`config.mk`:
```
export PLATFORM = sky130hd
export DESIGN_NAME = mc_ctrl_fsm_flat
export DESIGN_NICKNAME = d
export VERILOG_FILES = /design/src/rtl/mc_ctrl_fsm_if.sv /design/src/rtl/mc_ctrl_fsm.sv /design/src/flat_wrapper.sv
export SDC_FILE = /design/constraint.sdc
export NUM_CORES = 1
export LEC_CHECK = 0
export CAP_MARGIN = 15
export CORE_MARGIN = 3
export CORE_UTILIZATION = 48
export DETAILED_ROUTE_END_ITERATION = 12
export GPL_TIMING_DRIVEN = 0
export PLACE_DENSITY = 0.8
export SETUP_SLACK_MARGIN = 0.5
export SYNTH_ARGS = -nofsm -noshare
export SYNTH_HDL_FRONTEND = slang
export SYNTH_SLANG_ARGS = --single-unit
```
`constraint.sdc`:
```
create_clock -name clka -period 2.9 [get_ports clka]
set_input_delay 0.725 -clock clka [delete_from_list [all_inputs] [get_ports clka]]
set_output_delay 0.725 -clock clka [all_outputs]
set_load 0.01 [all_outputs]
```
`src/rtl/mc_ctrl_fsm_if.sv`:
```
// Control bus between the multicycle MIPS controller and its datapath.
// The controller drives the master modport; the datapath owns the slave side.
interface mc_ctrl_fsm_if #(
   parameter int CNT_W = 32
);
   // Instruction fields and status flowing into the controller
   logic [5:0]       op;
   logic [5:0]       funct;
   logic             zero;
   // mem_ready: memory accepts/completes the current access on any clka edge
   // where it is 1; the controller holds its state and outputs while it is 0.
   logic             mem_ready;

   // Datapath controls flowing out of the controller
   logic             pcen;
   logic             iord;
   logic             irwrite;
   logic             memwrite;
   logic             regdst;
   logic             memtoreg;
   logic             regwrite;
   logic             alusrca;
   logic [1:0]       alusrcb;
   logic [1:0]       pcsrc;
   logic [2:0]       alucontrol;
   logic             illegal_op;
   logic [3:0]       state;
   logic [CNT_W-1:0] instret;

   modport master (
      input  op, funct, zero, mem_ready,
      output pcen, iord, irwrite, memwrite, regdst, memtoreg, regwrite,
             alusrca, alusrcb, pcsrc, alucontrol, illegal_op, state, instret
   );

   modport slave (
      output op, funct, zero, mem_ready,
      input  pcen, iord, irwrite, memwrite, regdst, memtoreg, regwrite,
             alusrca, alusrcb, pcsrc, alucontrol, illegal_op, state, instret
   );
endinterface

```
`src/rtl/mc_ctrl_fsm.sv`:
```
// Multicycle main controller for the single-memory MIPS datapath.
// Define MC_MEMWAIT_EN to stall FETCH/MEMRD/MEMWR on bus.mem_ready.
module mc_ctrl_fsm #(
   parameter int CNT_W = 32
) (
   input  logic          clka,
   input  logic          rst,
   mc_ctrl_fsm_if.master bus
);

   typedef enum logic [3:0] {
      S_FETCH   = 4'd0,
      S_DECODE  = 4'd1,
      S_MEMADR  = 4'd2,
      S_MEMRD   = 4'd3,
      S_MEMWB   = 4'd4,
      S_MEMWR   = 4'd5,
      S_EXECUTE = 4'd6,
      S_ALUWB   = 4'd7,
      S_BRANCH  = 4'd8,
      S_ADDIEX  = 4'd9,
      S_ADDIWB  = 4'd10,
      S_JUMP    = 4'd11
   } state_t;

   localparam logic [5:0] OP_RTYPE = 6'b000000;
   localparam logic [5:0] OP_LW    = 6'b100011;
   localparam logic [5:0] OP_SW    = 6'b101011;
   localparam logic [5:0] OP_BEQ   = 6'b000100;
   localparam logic [5:0] OP_ADDI  = 6'b001000;
   localparam logic [5:0] OP_J     = 6'b000010;

   localparam logic [2:0] ALU_ADD = 3'b010;
   localparam logic [2:0] ALU_SUB = 3'b110;
   localparam logic [2:0] ALU_AND = 3'b000;
   localparam logic [2:0] ALU_OR  = 3'b001;
   localparam logic [2:0] ALU_SLT = 3'b111;

   localparam logic [CNT_W-1:0] CNT_ONE = {{(CNT_W-1){1'b0}}, 1'b1};

   state_t           state_q;
   state_t           state_d;
   logic [5:0]       op_q;
   logic [5:0]       funct_q;
   logic [CNT_W-1:0] instret_q;

   logic       mem_ok;
   logic       latch_instr;
   logic       retire;
   logic       pcwrite;
   logic       branch;
   logic       iord;
   logic       irwrite;
   logic       memwrite;
   logic       regdst;
   logic       memtoreg;
   logic       regwrite;
   logic       alusrca;
   logic [1:0] alusrcb;
   logic [1:0] pcsrc;
   logic [2:0] alucontrol;
   logic       illegal;

`ifdef MC_MEMWAIT_EN
   assign mem_ok = bus.mem_ready;
`else
   assign mem_ok = 1'b1;
`endif

   function automatic logic funct_legal(input logic [5:0] f);
      case (f)
         6'b100000, 6'b100010, 6'b100100, 6'b100101, 6'b101010: funct_legal = 1'b1;
         default:                                               funct_legal = 1'b0;
      endcase
   endfunction

   function automatic logic [2:0] funct_alu(input logic [5:0] f);
      case (f)
         6'b100010: funct_alu = ALU_SUB;
         6'b100100: funct_alu = ALU_AND;
         6'b100101: funct_alu = ALU_OR;
         6'b101010: funct_alu = ALU_SLT;
         default:   funct_alu = ALU_ADD;
      endcase
   endfunction

   always_ff @(posedge clka) begin
      if (rst) begin
         state_q   <= S_FETCH;
         op_q      <= '0;
         funct_q   <= '0;
         instret_q <= '0;
      end else begin
         state_q <= state_d;
         if (latch_instr) begin
            op_q    <= bus.op;
            funct_q <= bus.funct;
         end
         if (retire) begin
            instret_q <= instret_q + CNT_ONE;
         end
      end
   end

   always_comb begin
      state_d     = state_q;
      latch_instr = 1'b0;
      retire      = 1'b0;
      pcwrite     = 1'b0;
      branch      = 1'b0;
      iord        = 1'b0;
      irwrite     = 1'b0;
      memwrite    = 1'b0;
      regdst      = 1'b0;
      memtoreg    = 1'b0;
      regwrite    = 1'b0;
      alusrca     = 1'b0;
      alusrcb     = 2'b00;
      pcsrc       = 2'b00;
      alucontrol  = ALU_ADD;
      illegal     = 1'b0;

      case (state_q)
         S_FETCH: begin
            alusrcb = 2'b01;
            irwrite = mem_ok;
            pcwrite = mem_ok;
            if (mem_ok) state_d = S_DECODE;
         end
         S_DECODE: begin
            alusrcb     = 2'b11;
            latch_instr = 1'b1;
            case (bus.op)
               OP_LW, OP_SW: state_d = S_MEMADR;
               OP_BEQ:       state_d = S_BRANCH;
               OP_ADDI:      state_d = S_ADDIEX;
               OP_J:         state_d = S_JUMP;
               OP_RTYPE: begin
                  if (funct_legal(bus.funct)) begin
                     state_d = S_EXECUTE;
                  end else begin
                     state_d = S_FETCH;
                     illegal = 1'b1;
                  end
               end
               default: begin
                  state_d = S_FETCH;
                  illegal = 1'b1;
               end
            endcase
         end
         S_MEMADR: begin
            alusrca = 1'b1;
            alusrcb = 2'b10;
            state_d = (op_q == OP_LW) ? S_MEMRD : S_MEMWR;
         end
         S_MEMRD: begin
            iord = 1'b1;
            if (mem_ok) state_d = S_MEMWB;
         end
         S_MEMWB: begin
            memtoreg = 1'b1;
            regwrite = 1'b1;
            retire   = 1'b1;
            state_d  = S_FETCH;
         end
         S_MEMWR: begin
            iord     = 1'b1;
            memwrite = 1'b1;
            if (mem_ok) begin
               retire  = 1'b1;
               state_d = S_FETCH;
            end
         end
         S_EXECUTE: begin
            alusrca    = 1'b1;
            alucontrol = funct_alu(funct_q);
            state_d    = S_ALUWB;
         end
         S_ALUWB: begin
            regdst     = 1'b1;
            regwrite   = 1'b1;
            alucontrol = funct_alu(funct_q);
            retire     = 1'b1;
            state_d    = S_FETCH;
         end
         S_BRANCH: begin
            alusrca    = 1'b1;
            alucontrol = ALU_SUB;
            pcsrc      = 2'b01;
            branch     = 1'b1;
            retire     = 1'b1;
            state_d    = S_FETCH;
         end
         S_ADDIEX: begin
            alusrca = 1'b1;
            alusrcb = 2'b10;
            state_d = S_ADDIWB;
         end
         S_ADDIWB: begin
            regwrite = 1'b1;
            retire   = 1'b1;
            state_d  = S_FETCH;
         end
         S_JUMP: begin
            pcsrc   = 2'b10;
            pcwrite = 1'b1;
            retire  = 1'b1;
            state_d = S_FETCH;
         end
         default: state_d = S_FETCH;
      endcase
   end

   // Write enables are killed during rst so an aborted instruction leaves no side effects
   assign bus.pcen       = ~rst & (pcwrite | (branch & bus.zero));
   assign bus.irwrite    = ~rst & irwrite;
   assign bus.memwrite   = ~rst & memwrite;
   assign bus.regwrite   = ~rst & regwrite;
   assign bus.illegal_op = ~rst & illegal;
   assign bus.iord       = iord;
   assign bus.regdst     = regdst;
   assign bus.memtoreg   = memtoreg;
   assign bus.alusrca    = alusrca;
   assign bus.alusrcb    = alusrcb;
   assign bus.pcsrc      = pcsrc;
   assign bus.alucontrol = alucontrol;
   assign bus.state      = state_q;
   assign bus.instret    = instret_q;

endmodule

```
`src/flat_wrapper.sv`:
```
// flat-port wrapper written by rule: the top's interface ports become plain ports
module mc_ctrl_fsm_flat 
#(
   parameter int CNT_W = 32
)
  (clka, rst, bus_op, bus_funct, bus_zero, bus_mem_ready, bus_pcen, bus_iord, bus_irwrite, bus_memwrite, bus_regdst, bus_memtoreg, bus_regwrite, bus_alusrca, bus_alusrcb, bus_pcsrc, bus_alucontrol, bus_illegal_op, bus_state, bus_instret);
  mc_ctrl_fsm_if #(.CNT_W(CNT_W)) bus_i ();
  input  logic clka;
  input  logic rst;
  input wire logic [$bits(bus_i.op)-1:0] bus_op;
  input wire logic [$bits(bus_i.funct)-1:0] bus_funct;
  input wire logic [$bits(bus_i.zero)-1:0] bus_zero;
  input wire logic [$bits(bus_i.mem_ready)-1:0] bus_mem_ready;
  output wire logic [$bits(bus_i.pcen)-1:0] bus_pcen;
  output wire logic [$bits(bus_i.iord)-1:0] bus_iord;
  output wire logic [$bits(bus_i.irwrite)-1:0] bus_irwrite;
  output wire logic [$bits(bus_i.memwrite)-1:0] bus_memwrite;
  output wire logic [$bits(bus_i.regdst)-1:0] bus_regdst;
  output wire logic [$bits(bus_i.memtoreg)-1:0] bus_memtoreg;
  output wire logic [$bits(bus_i.regwrite)-1:0] bus_regwrite;
  output wire logic [$bits(bus_i.alusrca)-1:0] bus_alusrca;
  output wire logic [$bits(bus_i.alusrcb)-1:0] bus_alusrcb;
  output wire logic [$bits(bus_i.pcsrc)-1:0] bus_pcsrc;
  output wire logic [$bits(bus_i.alucontrol)-1:0] bus_alucontrol;
  output wire logic [$bits(bus_i.illegal_op)-1:0] bus_illegal_op;
  output wire logic [$bits(bus_i.state)-1:0] bus_state;
  output wire logic [$bits(bus_i.instret)-1:0] bus_instret;
  assign bus_i.op = bus_op;
  assign bus_i.funct = bus_funct;
  assign bus_i.zero = bus_zero;
  assign bus_i.mem_ready = bus_mem_ready;
  assign bus_pcen = bus_i.pcen;
  assign bus_iord = bus_i.iord;
  assign bus_irwrite = bus_i.irwrite;
  assign bus_memwrite = bus_i.memwrite;
  assign bus_regdst = bus_i.regdst;
  assign bus_memtoreg = bus_i.memtoreg;
  assign bus_regwrite = bus_i.regwrite;
  assign bus_alusrca = bus_i.alusrca;
  assign bus_alusrcb = bus_i.alusrcb;
  assign bus_pcsrc = bus_i.pcsrc;
  assign bus_alucontrol = bus_i.alucontrol;
  assign bus_illegal_op = bus_i.illegal_op;
  assign bus_state = bus_i.state;
  assign bus_instret = bus_i.instret;
  mc_ctrl_fsm #(.CNT_W(CNT_W)) u_core (.clka(clka), .rst(rst), .bus(bus_i));
endmodule
```
# Word level (Yosys, flattened, before mapping)
# Cells that the tools add are included.
dict set report word_totals {
  output_inout_bits 52
  in_bits 16
  latchBits 0
  memories 0
  reg_bits 48
  mem_bits_ro 0
  wordCells 76
  ram_bits 0
}
dict set report classes {
  add_sub_neg 1
  mul 0
  eq_ne 26
  div 0
  n_mux 25
  n_shift 0
  magnitude_cmp 0
  reduce_logical 12
  bitwise_logic 8
}
# op n
set ops {}
lappend ops {{6-bit equality test (second input constant)} 12}
lappend ops {{32-bit by 1-bit adder with 32-bit output (second input constant)} 1}
lappend ops {{4-bit case mux with 6 select lines} 1}
lappend ops {{4-bit case mux with 5 select lines} 1}
lappend ops {{4-bit by 3-bit equality test with 1-bit output (second input constant)} 4}
lappend ops {{4-bit equality test (second input constant)} 4}
lappend ops {{1-bit 2-to-1 mux} 16}
lappend ops {{3-bit case mux with 4 select lines} 1}
lappend ops {{2-bit OR reduction} 5}
lappend ops {{5-bit OR reduction} 2}
lappend ops {{4-bit by 2-bit equality test with 1-bit output (second input constant)} 2}
lappend ops {{1-bit AND} 6}
lappend ops {{6-bit by 2-bit equality test with 1-bit output (second input constant)} 1}
lappend ops {{6-bit by 3-bit equality test with 1-bit output (second input constant)} 1}
lappend ops {{6-bit by 4-bit equality test with 1-bit output (second input constant)} 1}
lappend ops {{6-bit zero test} 1}
lappend ops {{3-bit 2-to-1 mux} 2}
lappend ops {{2-bit case mux with 3 select lines} 1}
lappend ops {{3-bit case mux with 2 select lines} 1}
lappend ops {{6-bit OR reduction} 1}
lappend ops {{4-bit by 1-bit equality test with 1-bit output (second input constant)} 1}
lappend ops {{4-bit zero test} 1}
lappend ops {{2-bit case mux with 2 select lines} 1}
lappend ops {{4-bit OR reduction} 1}
lappend ops {{other kinds (4)} 4}

# Longest topological paths before layout
dict set report depth {
  depth_word 9
  ltp_mapped 8
  ltp_nobuf 6
}

# Worst setup path before layout
# Ideal clock, no wire load.
dict set report synth_timing {
  kind {register -> output}
  start {register u_core.state_q[1] (netlist: u_core.bus.state[1])}
  end {output port bus_illegal_op}
  path_buffers 3
  path_stages_with_launch 7
  arrival_time_ns 1.956
  path_slack_ns 0.219
  t_required_ns 2.175
  cell_sequence {dfxtp_1 clkbuf_1 nand2b_1 clkbuf_1 or3_1 clkbuf_1 a2111oi_0}
}
dict set report synth_between {
  elab_chain_len 3
}
# item line_no
set synth_lines {}
lappend synth_lines {{start: declaration} mc_ctrl_fsm.sv:41} ;# state_t state_q;
lappend synth_lines {{start signal: assignment} mc_ctrl_fsm.sv:94} ;# state_q <= state_d;
lappend synth_lines {{4-bit by 1-bit equality test with 1-bit output} mc_ctrl_fsm.sv:123} ;# case (state_q)
lappend synth_lines {{1-bit 2-to-1 mux} mc_ctrl_fsm.sv:123}
lappend synth_lines {{1-bit AND} mc_ctrl_fsm.sv:220} ;# assign bus.illegal_op = ~rst & illegal;
lappend synth_lines {{end: declaration} flat_wrapper.sv:25} ;# output wire logic [$bits(bus_i.illegal_op)-1:0] bus_illegal_op;
# No other way between the ends.

# Worst setup path in the final report
dict set report layout_timing {
  start {input port bus_op[1]}
  end {output port bus_illegal_op}
}
dict set report layout_between {
  elab_chain_len 5
  word_cells_on_any_way 10
  classes_between {eq/ne: 5; mux: 2; bitwise: 1; reduce/logical: 2}
}
# item line_no
set layout_lines {}
lappend layout_lines {{start: declaration} flat_wrapper.sv:10} ;# input wire logic [$bits(bus_i.op)-1:0] bus_op;
lappend layout_lines {{6-bit equality test (tied with other cells)} mc_ctrl_fsm.sv:133} ;# case (bus.op)
lappend layout_lines {{5-bit OR reduction (no source line)} -}
lappend layout_lines {{1-bit case mux with 2 select lines (*)} mc_ctrl_fsm.sv:133}
lappend layout_lines {{1-bit 2-to-1 mux (*)} mc_ctrl_fsm.sv:123}
lappend layout_lines {{1-bit AND (*)} mc_ctrl_fsm.sv:220}
# Every way passes the cells marked *; elsewhere a longest branch is shown, timed or not.

==> qor.yml <==
post-route-period-util_pct: 88.7
sequential_element_share_of_the_synthesized_area_pct: 38.7
worst-path-stages: 7
start_kind: "input pin"
final_layout_size_suffix_gt1_share_pct: 18.4
detailedRoute.firstPassIterationCount: 4
yosysTopAreaCellShare_pct: 38.7
areaGrowthSynthToFinish_pct: 43.0
syn_area_um2: 2480
routed_wl_um: 7020
post_synthesis_net_count: 334
critical_path_buf_inv_count: 2
grt_first_pass_wirelength_um: 11300
reg2regPathDepth: 6
maximum_number_of_pins_on_one_net_before_global_route_repair: 15
io-pin-count: 68
holdBufCountCts: 0
synth-async-reset-ratio_pct: 0
cts_max_level: 2
synth_cell_type_count: 47
hold_class: "reg2reg"
rsz0062_at_grt: "yes"
grt_pass1_vias: 2409
synth.most_common_cell: "dfxtp_1"
die_area_um2: 6070
worst_ep_required_time_ps: 2170
crit_fanout: 5
worst_clock_skew_ps: 6.76
initial_utilization_pct: 51.2
cts_made_buffers: 5
total_global_route_track_usage_pct: 22.7
netlist_top_cells_count: "48 x dfxtp_1, 40 x nand2_1, 33 x nor2_1"
min-delay-start: "u_core.op_q[1]"
max_freq_mhz: 389
post-route-cell-area_um2: 3550
power.switching_fraction_pct: 24.3
most_used_flip_flop_cell_after_synthesis: "dfxtp_1"
netlist.top_cell.by_area: "dfxtp_1"
routed-via-count: 2606
cts.path.max_buffers: 2
switchingPower_mw: 0.321
drc_marker_count_from_the_first_detailed_route_iteration: 135
crit_path_top_delay_cell: "a2111oi_4"
worstSkewPairLatency_ps: 300
finalWorstSetupSlack_ps: 327
ctsRootBufferMaster: "clkbuf_8"
report.final.setup_viol: 0
yosys_warnings: 0
critPathMostFrequentCell: "buf_2"
place_area_um2: 3230
hold_depth: 2
timing.max_slew.rel_slack_pct: 63.2
final_max_slew_viols: 0
synth_enable_flop_cells: 0
place.detailed.hpwl_um: 4840
critical_path.cell_chain: "buf_2 -> xor2_2 -> o21ai_2 -> nor4_4 -> nand2b_4 -> a2111oi_4 -> buf_2"
drc: 0
timing.final.hold_violations: 0
final-instance-count-excl-fill: 470
coreArea_um2: 4850
placementRows: 25
wl_per_cell_um: 14.9
outcome: "finished, final reports clean"
die_width_um: 77.9
post_synth_inst_count: 317
worst_slew_pin_slew_ps: 544
power_frac_clock_pct: 36.5
vias_per_cell: 5.54
antennaDiodeCount: 0
dp_cells: 449
worst_setup_path_startpoint: "bus_op[1]"
report.power.total_mw: 1.32
tritoncts_num_sinks: 48
clkTransAtPathRegs_ps: 90
max_cap_viol_count: 0
preCtsSetupSlack_ps: -676
worst-setup-path-type: "in2out"
globalRouteOverflowTotal: 0
post_synth_main_area_contributors: "dfxtp_1 39%, nand2_1 6.1%, a21oi_1 5.4%"
antenna_violating_nets_post_route: 0
tritoncts_clock_tree: "built"
powerDensity_nw_per_um2: 372
count_of_state_elements_after_synthesis: 48
postLayoutCoreUtil_pct: 73.2
total_leakage_power_nw: 1.24
fill_cells: 390
max-vdd-ir-drop_uv: 336
place_congestion: 0.872
worst_path_largest_cell_delay_ps: 250
regToRegStartpoint: "u_core.bus.instret[6]"
die_y_um: 77.9
comb_power_share_pct: 11.7
port_buffers: 65
worst_setup_path_end_kind: "output pin"
final_period_minus_worst_setup_slack_ps: 2570
path_delay_family: "compound AO/OA/AOI/OAI gates"
nNetsFinal: 419
seqPwrFrac_pct: 51.8
syn_area_per_cell_um2: 7.83
number_of_antenna_violations_at_the_first_check_in_global_routing: 0
internal-power_mw: 0.998
timing.critical_path.arrival_ps: 1850
[power groups by stage]
stage	clock [mW]	combinational, mW	sequential, mW
5_1_grt	0.514	0.166	0.685
6_report	0.481	0.154	0.683
2_1_floorplan	0	0.0687	0.695
4_1_cts	0.482	0.136	0.682
3_5_place_dp	0	0.124	0.698
3_3_place_gp	0	0.121	0.697
[metrics by stage]
| step | hold slack [ps] | TNS [ps] |
|---|---|---|
| global placement | 442 | -656 |
| detailed placement | 450 | -676 |
| finish | 467 | 0 |
| floorplan | 431 | 0 |
| CTS | 462 | 0 |
| global route | 497 | 0 |
[layout by cell type (no fill, tap or decap), types with 3 or more instances in the layout]
master	n
dlygate4sd2_1	18
nand2_1	39
clkbuf_2	5
nand4_1	13
or3_1	6
o21ai_0	10
xnor2_1	14
nor3_1	13
buf_4	13
nand3_1	10
buf_2	5
nor4b_1	5
a21oi_1	26
dfxtp_1	41
nor4_1	10
xor2_1	7
clkbuf_1	9
nor2_1	31
buf_6	3
a31oi_1	3
clkdlybuf4s50_1	36
dfxtp_2	6
nand2b_1	3
inv_1	11
clkbuf_8	5
buf_8	3
[flip-flops by register name, indices dropped and copies added, names as in the netlist]
register            cells
u_core.bus.state        4
u_core.op_q             6
u_core.bus.instret     32
u_core.funct_q          6
[cells by family after synthesis]
group	count (synthesis)	synth area share, %
and+or+nand+nor	158	33.5
AOI/OAI and AO/OA	57	13.5
DFF	48	38.7
buffers and inverters	30	5.60
xor gates and xnor gates	22	7.77
muxes	1	0.403
adders and majority gates	1	0.504
[area by class of cell]
class	count	area (µm²)	share of cell area [%]
Sequential cell	48	972	27.4
Inverter	12	45.0	1.27
Multi-Input combinational cell	239	1510	42.6
Tap cell	67	83.8	2.36
Timing Repair Buffer	78	698	19.7
Clock inverter	2	35.0	0.988
Clock buffer	6	72.6	2.05
Buffer	18	129	3.63
[worst reg2reg max path, delay by kind of cell (launching register included)]
kind | cells | cell delay (ps)
flip-flops | 1 | 420
buffers and inverters | 1 | 150
AO/OA/AOI/OAI | 2 | 460
AND/OR/NAND/NOR | 3 | 1180
[metal layers]
| layer | vias to the layer above | global-route usage, % | share of wire (%) |
|---|---|---|---|
| li1 | 1295 | - | - |
| met1 | 1239 | 29.2 | 43 |
| met2 | 67 | 39.6 | 51 |
| met3 | 5 | 3.36 | 5.0 |
| met4 | 0 | 6.12 | 0.97 |
| met5 | - | 0 | 0 |
[path summary, 6_finish.rpt]
path / slack [ps] / end
setup / recovery: 330 / bus_illegal_op
hold / removal: 470 / u_core.op_q[1]
setup reg to reg: 590 / u_core.bus.instret[22]
hold reg to reg: 470 / u_core.op_q[1]
[what timing repair did]
action                     in CTS  in global routing
pin swaps                       8                  7
gates resized for setup        80                 26
setup endpoints to repair      16                 13
hold endpoints to repair        0                  0
setup buffers                   8                  5
gates cloned                    0                  0
Power figures use the tool's default switching activity.
